`config.mk`:
```
export PLATFORM = sky130hd
export DESIGN_NAME = score_ctrl
export DESIGN_NICKNAME = d
export VERILOG_FILES = /design/src/rtl/score_ctrl.sv
export SDC_FILE = /design/constraint.sdc
export NUM_CORES = 1
export LEC_CHECK = 0
export ABC_AREA = 1
export ABC_CLOCK_PERIOD_IN_PS = 2500
export CAP_MARGIN = 0
export CORE_ASPECT_RATIO = 1.25
export CORE_MARGIN = 4
export CORE_UTILIZATION = 50
export CTS_CLUSTER_DIAMETER = 100
export DETAILED_ROUTE_END_ITERATION = 6
export DONT_BUFFER_PORTS = 1
export SLEW_MARGIN = 20
export SYNTH_ARGS = -nofsm -noshare
export SYNTH_HDL_FRONTEND = slang
export SYNTH_SLANG_ARGS = --single-unit
```
`constraint.sdc`:
```
create_clock -name clk_i -period 2.5 [get_ports clk_i]
set_input_delay 0.375 -clock clk_i [delete_from_list [all_inputs] [get_ports clk_i]]
set_output_delay 0.375 -clock clk_i [all_outputs]
set_load 0.01 [all_outputs]
```
`src/rtl/score_ctrl.sv`:
```
// ============================================================================
// Module   : score_ctrl
// Purpose  : Pong match sequencer; owns both score counters and steps through
//            serve / play / game-over from goal pulses and the frame tick.
// Options  : SCORE_CTRL_AUTO_RESTART_EN - leave GAME_OVER after RESTART_FRAMES
// Revision : 1.0 - initial release
// ============================================================================
`default_nettype none

module score_ctrl #(
    parameter int M_SCORE_W      = 4,
    parameter int WIN_SCORE      = 9,
    parameter int SERVE_FRAMES   = 60,
    parameter int RESTART_FRAMES = 180
) (
    input  logic                 clk_i,
    input  logic                 rst_i,
    input  logic                 frame_tick_i,
    input  logic                 start_i,
    input  logic                 player_goal_i,
    input  logic                 enemy_goal_i,
    output logic [M_SCORE_W-1:0] player_score_o,
    output logic [M_SCORE_W-1:0] enemy_score_o,
    output logic                 serve_o,
    output logic                 ball_en_o,
    output logic                 game_over_o,
    output logic                 winner_o
);

    // One shared frame counter covers both the serve wait and the restart wait.
    localparam int c_cnt_max = (SERVE_FRAMES > RESTART_FRAMES) ? SERVE_FRAMES : RESTART_FRAMES;
    localparam int c_cnt_w   = $clog2(c_cnt_max + 1);

    localparam logic [c_cnt_w-1:0]   c_serve_load = c_cnt_w'(SERVE_FRAMES);
    localparam logic [c_cnt_w-1:0]   c_cnt_one    = c_cnt_w'(1);
    localparam logic [M_SCORE_W-1:0] c_win        = M_SCORE_W'(WIN_SCORE);
    localparam logic [M_SCORE_W-1:0] c_score_one  = M_SCORE_W'(1);
    localparam logic [M_SCORE_W-1:0] c_score_zero = '0;
`ifdef SCORE_CTRL_AUTO_RESTART_EN
    localparam logic [c_cnt_w-1:0]   c_restart_load = c_cnt_w'(RESTART_FRAMES);
`endif

    typedef enum logic [1:0] {
        ST_IDLE       = 2'd0,
        ST_SERVE_WAIT = 2'd1,
        ST_PLAY       = 2'd2,
        ST_GAME_OVER  = 2'd3
    } state_t;

    state_t                 r_state;
    state_t                 w_state_nxt;
    logic [c_cnt_w-1:0]     r_cnt;
    logic [c_cnt_w-1:0]     w_cnt_nxt;
    logic [M_SCORE_W-1:0]   r_player;
    logic [M_SCORE_W-1:0]   w_player_nxt;
    logic [M_SCORE_W-1:0]   r_enemy;
    logic [M_SCORE_W-1:0]   w_enemy_nxt;
    logic                   r_serve;
    logic                   w_serve_nxt;
    logic                   r_winner;
    logic                   w_winner_nxt;
    logic                   r_ball_en;
    logic                   r_game_over;
    logic [M_SCORE_W-1:0]   w_player_inc;
    logic [M_SCORE_W-1:0]   w_enemy_inc;
    logic                   w_restart;

    assign w_player_inc = r_player + c_score_one;
    assign w_enemy_inc  = r_enemy + c_score_one;

`ifdef SCORE_CTRL_AUTO_RESTART_EN
    assign w_restart = start_i | (frame_tick_i & (r_cnt == c_cnt_one));
`else
    assign w_restart = start_i;
`endif

    always_comb begin
        w_state_nxt  = r_state;
        w_cnt_nxt    = r_cnt;
        w_player_nxt = r_player;
        w_enemy_nxt  = r_enemy;
        w_serve_nxt  = 1'b0;
        w_winner_nxt = r_winner;

        case (r_state)
            ST_IDLE: begin
                w_player_nxt = c_score_zero;
                w_enemy_nxt  = c_score_zero;
                if (start_i) begin
                    w_state_nxt = ST_SERVE_WAIT;
                    w_cnt_nxt   = c_serve_load;
                    w_serve_nxt = 1'b1;
                end
            end

            ST_SERVE_WAIT: begin
                if (frame_tick_i) begin
                    if (r_cnt == c_cnt_one) begin
                        w_state_nxt = ST_PLAY;
                    end else begin
                        w_cnt_nxt = r_cnt - c_cnt_one;
                    end
                end
            end

            ST_PLAY: begin
                // Simultaneous goals cancel out and simply re-serve.
                if (player_goal_i && enemy_goal_i) begin
                    w_state_nxt = ST_SERVE_WAIT;
                    w_cnt_nxt   = c_serve_load;
                    w_serve_nxt = 1'b1;
                end else if (player_goal_i || enemy_goal_i) begin
                    if (player_goal_i) begin
                        w_player_nxt = w_player_inc;
                    end else begin
                        w_enemy_nxt = w_enemy_inc;
                    end
                    if ((player_goal_i && (w_player_inc == c_win)) ||
                        (enemy_goal_i && (w_enemy_inc == c_win))) begin
                        w_state_nxt  = ST_GAME_OVER;
                        w_winner_nxt = player_goal_i;
`ifdef SCORE_CTRL_AUTO_RESTART_EN
                        w_cnt_nxt    = c_restart_load;
`endif
                    end else begin
                        w_state_nxt = ST_SERVE_WAIT;
                        w_cnt_nxt   = c_serve_load;
                        w_serve_nxt = 1'b1;
                    end
                end
            end

            ST_GAME_OVER: begin
                if (w_restart) begin
                    w_state_nxt  = ST_SERVE_WAIT;
                    w_cnt_nxt    = c_serve_load;
                    w_serve_nxt  = 1'b1;
                    w_player_nxt = c_score_zero;
                    w_enemy_nxt  = c_score_zero;
                    w_winner_nxt = 1'b0;
`ifdef SCORE_CTRL_AUTO_RESTART_EN
                end else if (frame_tick_i) begin
                    w_cnt_nxt = r_cnt - c_cnt_one;
`endif
                end
            end

            default: begin
                w_state_nxt = ST_IDLE;
            end
        endcase
    end

    // Ball-enable and game-over are registered from the next state so every
    // output changes on the same edge as the state itself.
    always_ff @(posedge clk_i or posedge rst_i) begin
        if (rst_i) begin
            r_state     <= ST_IDLE;
            r_cnt       <= '0;
            r_player    <= '0;
            r_enemy     <= '0;
            r_serve     <= 1'b0;
            r_winner    <= 1'b0;
            r_ball_en   <= 1'b0;
            r_game_over <= 1'b0;
        end else begin
            r_state     <= w_state_nxt;
            r_cnt       <= w_cnt_nxt;
            r_player    <= w_player_nxt;
            r_enemy     <= w_enemy_nxt;
            r_serve     <= w_serve_nxt;
            r_winner    <= w_winner_nxt;
            r_ball_en   <= (w_state_nxt == ST_PLAY);
            r_game_over <= (w_state_nxt == ST_GAME_OVER);
        end
    end

    assign player_score_o = r_player;
    assign enemy_score_o  = r_enemy;
    assign serve_o        = r_serve;
    assign ball_en_o      = r_ball_en;
    assign game_over_o    = r_game_over;
    assign winner_o       = r_winner;

endmodule

`default_nettype wire

```
==> results of run 1 <==
[cells in the final DEF, fill, tap and decap left out, types with 5 or more instances in the layout]
master,instances
a21oi_1,5
dfrtp_1,22
ha_1,10
inv_1,25
nand2_1,39
nand2_2,6
nand3_1,15
nor2_1,20
o21ai_0,12
o21ai_2,7
[critical path, stage by stage (launching register included)]
cell     delay [ps]
dfrtp_1         470
inv_1           100
ha_1            480
inv_1           140
a21oi_1         420
nand3_1         120
o21ai_0         100
[sequential cells by signal, summed over array words and instances (netlist names)]
| signal | cells |
|---|---|
| r_state | 2 |
| serve_o | 1 |
| player_score_o | 4 |
| winner_o | 1 |
| game_over_o | 1 |
| r_cnt | 8 |
| ball_en_o | 1 |
| enemy_score_o | 4 |
[metal layers]
| metal | vias up | track usage [%] | share of wire (%) |
|---|---|---|---|
| li1 | 601 | - | - |
| met1 | 531 | 18.1 | 45 |
| met2 | 14 | 29.7 | 50 |
| met3 | 5 | 3.96 | 4.2 |
| met4 | 0 | 6.82 | 1.4 |
| met5 | - | 0 | 0 |
[cell families after synthesis]
group,count (synthesis),share of synthesized area (%)
buffers and inverters,30,8.93
DFF,22,38.2
AOI/OAI and AO/OA,29,13.3
adders and majority gates,10,8.67
and+or+nand+nor,95,31.0
[area by class of cell]
cell class | instances | area share (%)
tap | 34 | 2.84
clock buffer | 4 | 2.42
inverter | 28 | 7.02
sequential | 22 | 36.8
multi-input combinational | 134 | 51.0
[final timing paths]
check | end | slack, ps | depth (start not counted)
hold reg to reg | r_cnt[1] | 530 | 2
hold / removal | enemy_score_o[3] | 110 | 1
min in group clk_i | serve_o | 180 | 2
setup reg to reg | enemy_score_o[2] | 600 | 6
max in group asynchronous | r_cnt[5] | 1870 | 1
setup / recovery | enemy_score_o[2] | 600 | 6
[where the power goes]
| part | total (mW) | internal (mW) | switching [mW] |
|---|---|---|---|
| registers | 0.597 | 0.464 | 0.132 |
| logic | 0.782 | 0.278 | 0.504 |
| clock network | 0.202 | 0.0890 | 0.113 |
| total | 1.58 | 0.832 | 0.749 |
==> impl_metrics.ini, run 1 <==
[setup_path]
path_class = flip-flop to flip-flop
reg2reg_from = r_state[0]
crit_start = r_state[0]
required_ps = 2740
worst_ep_arrival_time_ps = 2150
critPathCaptureType = flip-flop
crit_fanout = 15
startpoint_type = flip-flop

[die]
die_width_um = 56.0
die_h_um = 68.1
num_rows = 21
die_area_um2 = 3810
core_um2 = 2730
initial_core_util_pct = 52.8
ios = 18

[clocking]
cts_tree = done
cts_setup_buffers = 0
cts_resized = 0
hold_buffers = 0
clk_path_buf_depth = 2
path_clk_slew_ps = 130
insertion_delay_ps = 310
clock-root-buffer = clkbuf_4
h-tree-depth = 1
cts_made_buffers = 3
cts.sinks = 22

[synthesis]
synth_cell_types = 26
synthCells = 186
syn_avg_cell_area_um2 = 7.76
synth.top_cell.area_share_pct = 38.2
synth_largest_area_cell = dfrtp_1
yosys_register_bits = 22
async_flop_share_pct = 100
yosys_warnings = 0
synthFlopType = dfrtp_1
yosys-top-cells-count = 39 x nand2_1, 25 x inv_1, 22 x dfrtp_1, 20 x nor2_1, 15 x nand3_1
syn_nets = 202
synth_most_common_cell = nand2_1
ys_seq_area_share_pct = 38.2
synth_area_leaders = dfrtp_1 38%, nand2_1 10%, ha_1 8.7%
synth_edf_count = 0
syn_area_um2 = 1440

[flow_run]
max_cap_viol_count = 0

[global_route]
grt_pass1_wl_um = 4910
overflow = 0
grt_pass1_vias = 1168
antenna_found_initial = 0
grt_usage_pct = 16.2
grt_max_degree = 23

[sta]
hold_ws_ps = 106
finalMaxSlewViolations = 0
worst_clock_skew_ps = 8.43
fmax_ghz = 0.525
setup_viol = 0
rsz0062_at_grt = no
hold_viol = 0
worst_pin_slew_ps = 849
setup_tns_ps = 0
relSlewSlack_pct = 43.4
period_share_pct = 76.2
setup_ws_ps = 595
period_minus_slack_ps = 1900

[final_layout]
nFillCells = 287
fin_nets = 205
fin_area_um2 = 1500
seq_area_um2 = 551
multi_input_area_um2 = 763
antenna_cells = 0
drive_gt1_share_pct = 14.4
fin_util_pct = 54.8
syn2layout_area_growth_pct = 3.82
final_cells = 222

[place]
dp_slack_ps = 609
dpl.cell_count = 218
gp_congestion = 0.769
io_buffers = 0
dp_hpwl_um = 2110
dpl_cell_area_um2 = 1460

[routing]
first_pass_iters = 4
vias = 1151
drt-wirelength-per-cell_um = 12.5
antenna_left = 0
route.detailed.drc = 0
avgViaCountPerCell = 5.18
routed_wirelength_um = 2770
first_iter_violations = 42

[worst_hold_path]
min-delay-path-class = input port to async pin

[pwr]
ir_drop_uv = 424
p_leak_nw = 0.708
p_per_area_nw_per_um2 = 1060
power_mw = 1.58

[run_status]
status = finished clean
No activity file was read; power rests on OpenSTA's default activity.
==> run 2, diff against run 1 <==
ABC_AREA = 0   (was 1)
ABC_CLOCK_PERIOD_IN_PS = 2000   (was 2500)
clock period = 2 ns   (was 2.5 ns; I/O delays follow)
==> run 2 against run 1 <==
- highest routed layer unchanged
- largest cell class unchanged
- first-iteration DRC count rose by 26%
- sequential power fell by 3.5%
- sequential cell count did not move
- critical path depth fell by 1
- die area rose by 1.3%
- global-route usage up 2.5 points
- clock power up 9%
==> impl_metrics.ini, run 2 <==
[run_status]
status = finished clean

[synthesis]
synth_edf_count = 0
yosys-top-cells-count = 22 x dfrtp_1, 13 x nand2_1, 13 x o21ai_1, 12 x inv_1, 10 x ha_1
synth_most_common_cell = dfrtp_1
synth_largest_area_cell = dfrtp_1
yosys_register_bits = 22
syn_nets = 180
synth_cell_types = 45
synthCells = 164
synth.top_cell.area_share_pct = 37.6
yosys_warnings = 0
ys_seq_area_share_pct = 37.6
syn_area_um2 = 1470
synthFlopType = dfrtp_1
syn_avg_cell_area_um2 = 8.93
async_flop_share_pct = 100
synth_area_leaders = dfrtp_1 38%, ha_1 8.5%, o21ai_1 4.4%

[setup_path]
crit_family = compound AO/OA/AOI/OAI gates
startpoint_type = flip-flop
crit_start = r_cnt[5]
path_buf_inv = 0
critPathMaxStageDelay_ps = 590
crit_fanout = 5
reg2reg_from = r_cnt[5]
reg2reg_to = game_over_o
critPathSlowestCell = or4_4
reg2reg_slack_ps = 40
required_ps = 2250
worst_ep_arrival_time_ps = 2200
r2r_cells = 5
critPathCaptureType = flip-flop
crit_path_cell_trace = or4_4, o41ai_2, a21oi_1, o41a_1, nor2b_1
crit_cells = 5
path_class = flip-flop to flip-flop
crit_path_end = game_over_o

[pwr]
combPwrFrac_pct = 45.5
power.share.clock_pct = 15.1
swShare_pct = 39.4
p_per_area_nw_per_um2 = 876
seq_power_share_pct = 39.4
power.switching_mw = 0.576
ir_drop_uv = 665
intPower_mw = 0.886
p_leak_nw = 0.719

[die]
ios = 18
core_um2 = 2730
die_width_um = 56.4
die_area_um2 = 3870
num_rows = 21
die_h_um = 68.5
initial_core_util_pct = 53.6

[sta]
period_minus_slack_ps = 1960
worst_pin_slew_ps = 507
rsz0062_at_grt = yes
finalMaxSlewViolations = 0
hold_viol = 0
period_share_pct = 97.8
setup_tns_ps = 0
fmax_ghz = 0.511
worst_clock_skew_ps = 8.82
setup_viol = 0
relSlewSlack_pct = 66.0
setup_ws_ps = 44.8

[global_route]
grt_pass1_wl_um = 5660
grt_max_degree = 15
overflow = 0
gr-usage-met1_pct = 24.9
grt_util_met2_pct = 31.9
grt_busiest_layer = met2
grt_pass1_vias = 1218
grt.met3_usage_pct = 2.61
antenna_found_initial = 0
grt_usage_pct = 18.8

[clocking]
insertion_delay_ps = 320
cts_made_buffers = 3
cts_tree = done
clk_path_buf_depth = 2
cts.sinks = 22
h-tree-depth = 1
path_clk_slew_ps = 120
clock-root-buffer = clkbuf_4

[final_layout]
largest_reg_flops = 8
mostFrequentLayoutCell = dfrtp_1
fin_area_um2 = 1670
final_cell_mix = 21 x dfrtp_1, 18 x buf_4, 13 x nand2_1, 13 x o21ai_1, 12 x inv_1
syn2layout_area_growth_pct = 13.8
largest-register = r_cnt
fin_nets = 198
drive_gt1_share_pct = 18.8
fin_util_pct = 61.0
antenna_cells = 0

[routing]
first_pass_iters = 4
routed_wirelength_um = 3300
avgViaCountPerCell = 5.83
first_iter_violations = 53
drt-wirelength-per-cell_um = 15.3
route.detailed.drc = 0
vias = 1253
antenna_left = 0

[place]
io_buffers = 0
dp_slack_ps = 38.6
gp_congestion = 0.831
dp_hpwl_um = 2470
dpl_cell_area_um2 = 1590

[flow_run]
max_cap_viol_count = 0

[worst_hold_path]
min-delay-path-class = input port to flip-flop
[run 2: cell count changes after synthesis, moves of 7 or more]
cell	delta
inv_1	-13
nand2_1	-26
nand3_1	-11
nor2_1	-12
o21ai_0	-9
o21ai_1	+13
o21ai_2	-7
[run 2: how the worst min path moves through the flow]
stage                end  cells past startpoint    start  slack (ps)
3_5_place_dp     serve_o                      1    rst_i         230
5_1_grt          serve_o                      2  start_i         110
2_1_floorplan  ball_en_o                      1    rst_i         290
4_1_cts          serve_o                      2  start_i         110
6_report         serve_o                      2  start_i         120
3_3_place_gp     serve_o                      1    rst_i         200
[run 2: through the flow]
step                      total power [mW]  hold WS (ps)  cells
after floorplan                       1.03           289    164
after global placement                1.20           202    206
after detailed placement              1.23           226    206
after CTS                             1.45           107    211
after global routing                  1.57           110    215
final                                 1.46           123    215
[run 2: layout make-up]
type / count / area (µm²)
Clock buffer: 4 / 26.3
Sequential cell: 22 / 552
Inverter: 13 / 48.8
Multi-Input combinational cell: 123 / 853
Fill cell: 253 / 1060
Tap cell: 34 / 42.5
Timing Repair Buffer: 19 / 145
[run 2: kinds of logic (layout without fill, tap and decap cells)]
| group | count (synthesis) | count (layout) | synth area share (%) |
|---|---|---|---|
| xor+xnor | 4 | 4 | 2.39 |
| compound gates | 44 | 44 | 21.3 |
| flops | 22 | 22 | 37.6 |
| fa+ha+maj | 10 | 10 | 8.54 |
| buf+inv | 19 | 36 | 4.95 |
| mux | 1 | 1 | 0.683 |
| simple gates | 64 | 64 | 24.5 |
[run 2: power by group through the flow]
stage                     Clock, mW  Sequential (mW)  Combinational (mW)
after floorplan                   0            0.562               0.465
after global placement            0            0.578               0.618
after detailed placement          0            0.585               0.646
after CTS                     0.228            0.576               0.650
after global routing          0.250            0.588               0.735
final                         0.220            0.576               0.666
[run 2: repair_timing]
action / 4_1_cts / 5_1_grt
endpoints found under the hold margin: 10 / 0
setup buffers: 0 / 4
gates resized for setup: 0 / 4
hold buffers: 1 / 0
endpoints found under the setup margin: 0 / 11
[run 2: layer usage]
metal  wire length, µm  vias up
met5                 0        -
met4                28        0
met3               164        4
met2              1590       39
met1              1510      592
li1                  -      618
==> run 3, diff against run 2 <==
==> constraint.sdc (replaced) <==
create_clock -name clk_i -period 2 [get_ports clk_i]
set_input_delay 0.2 -clock clk_i [delete_from_list [all_inputs] [get_ports clk_i]]
set_output_delay 0.2 -clock clk_i [all_outputs]
set_load 0.01 [all_outputs]
==> run 3 against run 2 <==
- core utilization is 0.92 points higher
- non-clock buffer count stayed put
- sequential power hardly changed
- power up 8.9%
- clock skew shrank 3.8 ps
- worst setup slack worse by 11 ps
- clock power rose by 62%
- clock-buffer cell count is 1 lower
- wire length is 0.85% lower
- largest power group unchanged
==> impl_metrics.ini, run 3 (synthesis results as in run 2) <==
[run_status]
status = finished clean

[die]
ios = 18
die_width_um = 56.4
die_area_um2 = 3870
die_h_um = 68.5
num_rows = 21
core_um2 = 2730
initial_core_util_pct = 53.6

[final_layout]
largest_reg_flops = 8
seq_area_um2 = 553
nFillCells = 258
multi_input_area_um2 = 851
antenna_cells = 0
fin_nets = 198
mostFrequentLayoutCell = dfrtp_1
largest-register = r_cnt
fin_area_um2 = 1690
syn2layout_area_growth_pct = 15.5
fin_util_pct = 62.0
final_cell_mix = 20 x dfrtp_1, 18 x buf_4, 13 x nand2_1, 13 x o21ai_1, 12 x inv_1
drive_gt1_share_pct = 19.3

[setup_path]
crit_path_cell_trace = or4_4, o41ai_2, a21oi_1, o41a_1, nor2b_1
crit_family = compound AO/OA/AOI/OAI gates
required_ps = 2260
critPathSlowestCell = or4_4
startpoint_type = flip-flop
critPathCaptureType = flip-flop
path_buf_inv = 0
crit_fanout = 5
critPathMaxStageDelay_ps = 590
worst_ep_arrival_time_ps = 2230
path_class = flip-flop to flip-flop

[sta]
worst_clock_skew_ps = 5.03
period_share_pct = 98.3
setup_tns_ps = 0
worst_pin_slew_ps = 548
rsz0062_at_grt = yes
fmax_ghz = 0.509
period_minus_slack_ps = 1970
setup_viol = 0
hold_ws_ps = 12.1
relSlewSlack_pct = 63.2
finalMaxSlewViolations = 0
hold_viol = 0

[clocking]
h-tree-depth = 1
cts.sinks = 22
cts_tree = done
insertion_delay_ps = 320
path_clk_slew_ps = 140
cts_made_buffers = 3
clock-root-buffer = clkbuf_4
clk_path_buf_depth = 2

[pwr]
p_per_area_nw_per_um2 = 940
combPwrFrac_pct = 41.6
power_mw = 1.59
ir_drop_uv = 605
p_leak_nw = 0.733
power.share.clock_pct = 22.4
intPower_mw = 1.01
seq_power_share_pct = 36.1
power.switching_mw = 0.583
swShare_pct = 36.6

[routing]
first_pass_iters = 4
route.detailed.drc = 0
drt-wirelength-per-cell_um = 15.2
routed_wirelength_um = 3270
wl_met1_um = 1560
wl_met3_um = 181
avgViaCountPerCell = 5.79
first_iter_violations = 55
antenna_left = 0
top_layer = met4
vias = 1244
wl_met2_um = 1500

[flow_run]
max_cap_viol_count = 0

[global_route]
grt_pass1_wl_um = 5580
overflow = 0
grt_usage_pct = 18.2
antenna_found_initial = 0
grt_max_degree = 15
grt_pass1_vias = 1206

[place]
dp_hpwl_um = 2430
dpl_cell_area_um2 = 1590
gp_congestion = 0.829
io_buffers = 0

[worst_hold_path]
min-delay-path-class = input port to flip-flop
## run 3: cell types whose count changed in the layout (fill, tap and decap cells not counted)
cell,before,now
bufinv_16,0,1
clkbuf_1,1,0
dfrtp_1,21,20
dfrtp_2,1,2
ha_1,9,10
ha_2,1,0
## run 3: what timing repair did
item,CTS,global route
endpoints found under the setup margin,1,10
resized for setup,0,4
hold buffers,1,0
endpoints found under the hold margin,9,0
buffers inserted,1,3
pin swaps,0,0
## run 3: power groups by stage
| stage | registers, mW | logic (mW) | clock network, mW |
|---|---|---|---|
| floorplan | 0.562 | 0.465 | 0 |
| finish | 0.574 | 0.662 | 0.356 |
| detailed placement | 0.583 | 0.644 | 0 |
| CTS | 0.574 | 0.647 | 0.362 |
| global placement | 0.578 | 0.617 | 0 |
| global route | 0.588 | 0.739 | 0.385 |
## run 3: final cells by class
type / count / area share [%]
Clock buffer: 3 / 1.33
Timing Repair Buffer: 19 / 8.57
Tap cell: 34 / 2.51
Multi-Input combinational cell: 123 / 50.3
Sequential cell: 22 / 32.7
Inverter: 13 / 2.88
Clock inverter: 1 / 1.77
## run 3: metrics by stage
stage                     setup slack [ps]  cells
after floorplan                       25.5    164
after global placement                50.7    206
after detailed placement              14.2    206
after CTS                             30.3    212
after global routing                 -46.0    215
final                                 33.9    215
## run 3: final timing paths
kind / cells past startpoint / start / endpoint / slack, ps
worst min-delay path: 2 / start_i / serve_o / 10
worst min register to register: 1 / player_score_o[0] / player_score_o[0] / 540
max in group asynchronous: 3 / rst_i / r_state[1] / 1180
worst max register to register: 5 / r_cnt[5] / game_over_o / 30
min in group asynchronous: 2 / rst_i / player_score_o[2] / 280
worst max-delay path: 5 / r_cnt[5] / game_over_o / 30
## run 3: metal layers
| layer | global-route usage, % | vias up |
|---|---|---|
| met3 | 3.72 | 4 |
| met1 | 25.0 | 584 |
| li1 | - | 622 |
| met5 | 0 | - |
| met2 | 29.7 | 34 |
| met4 | 4.75 | 0 |
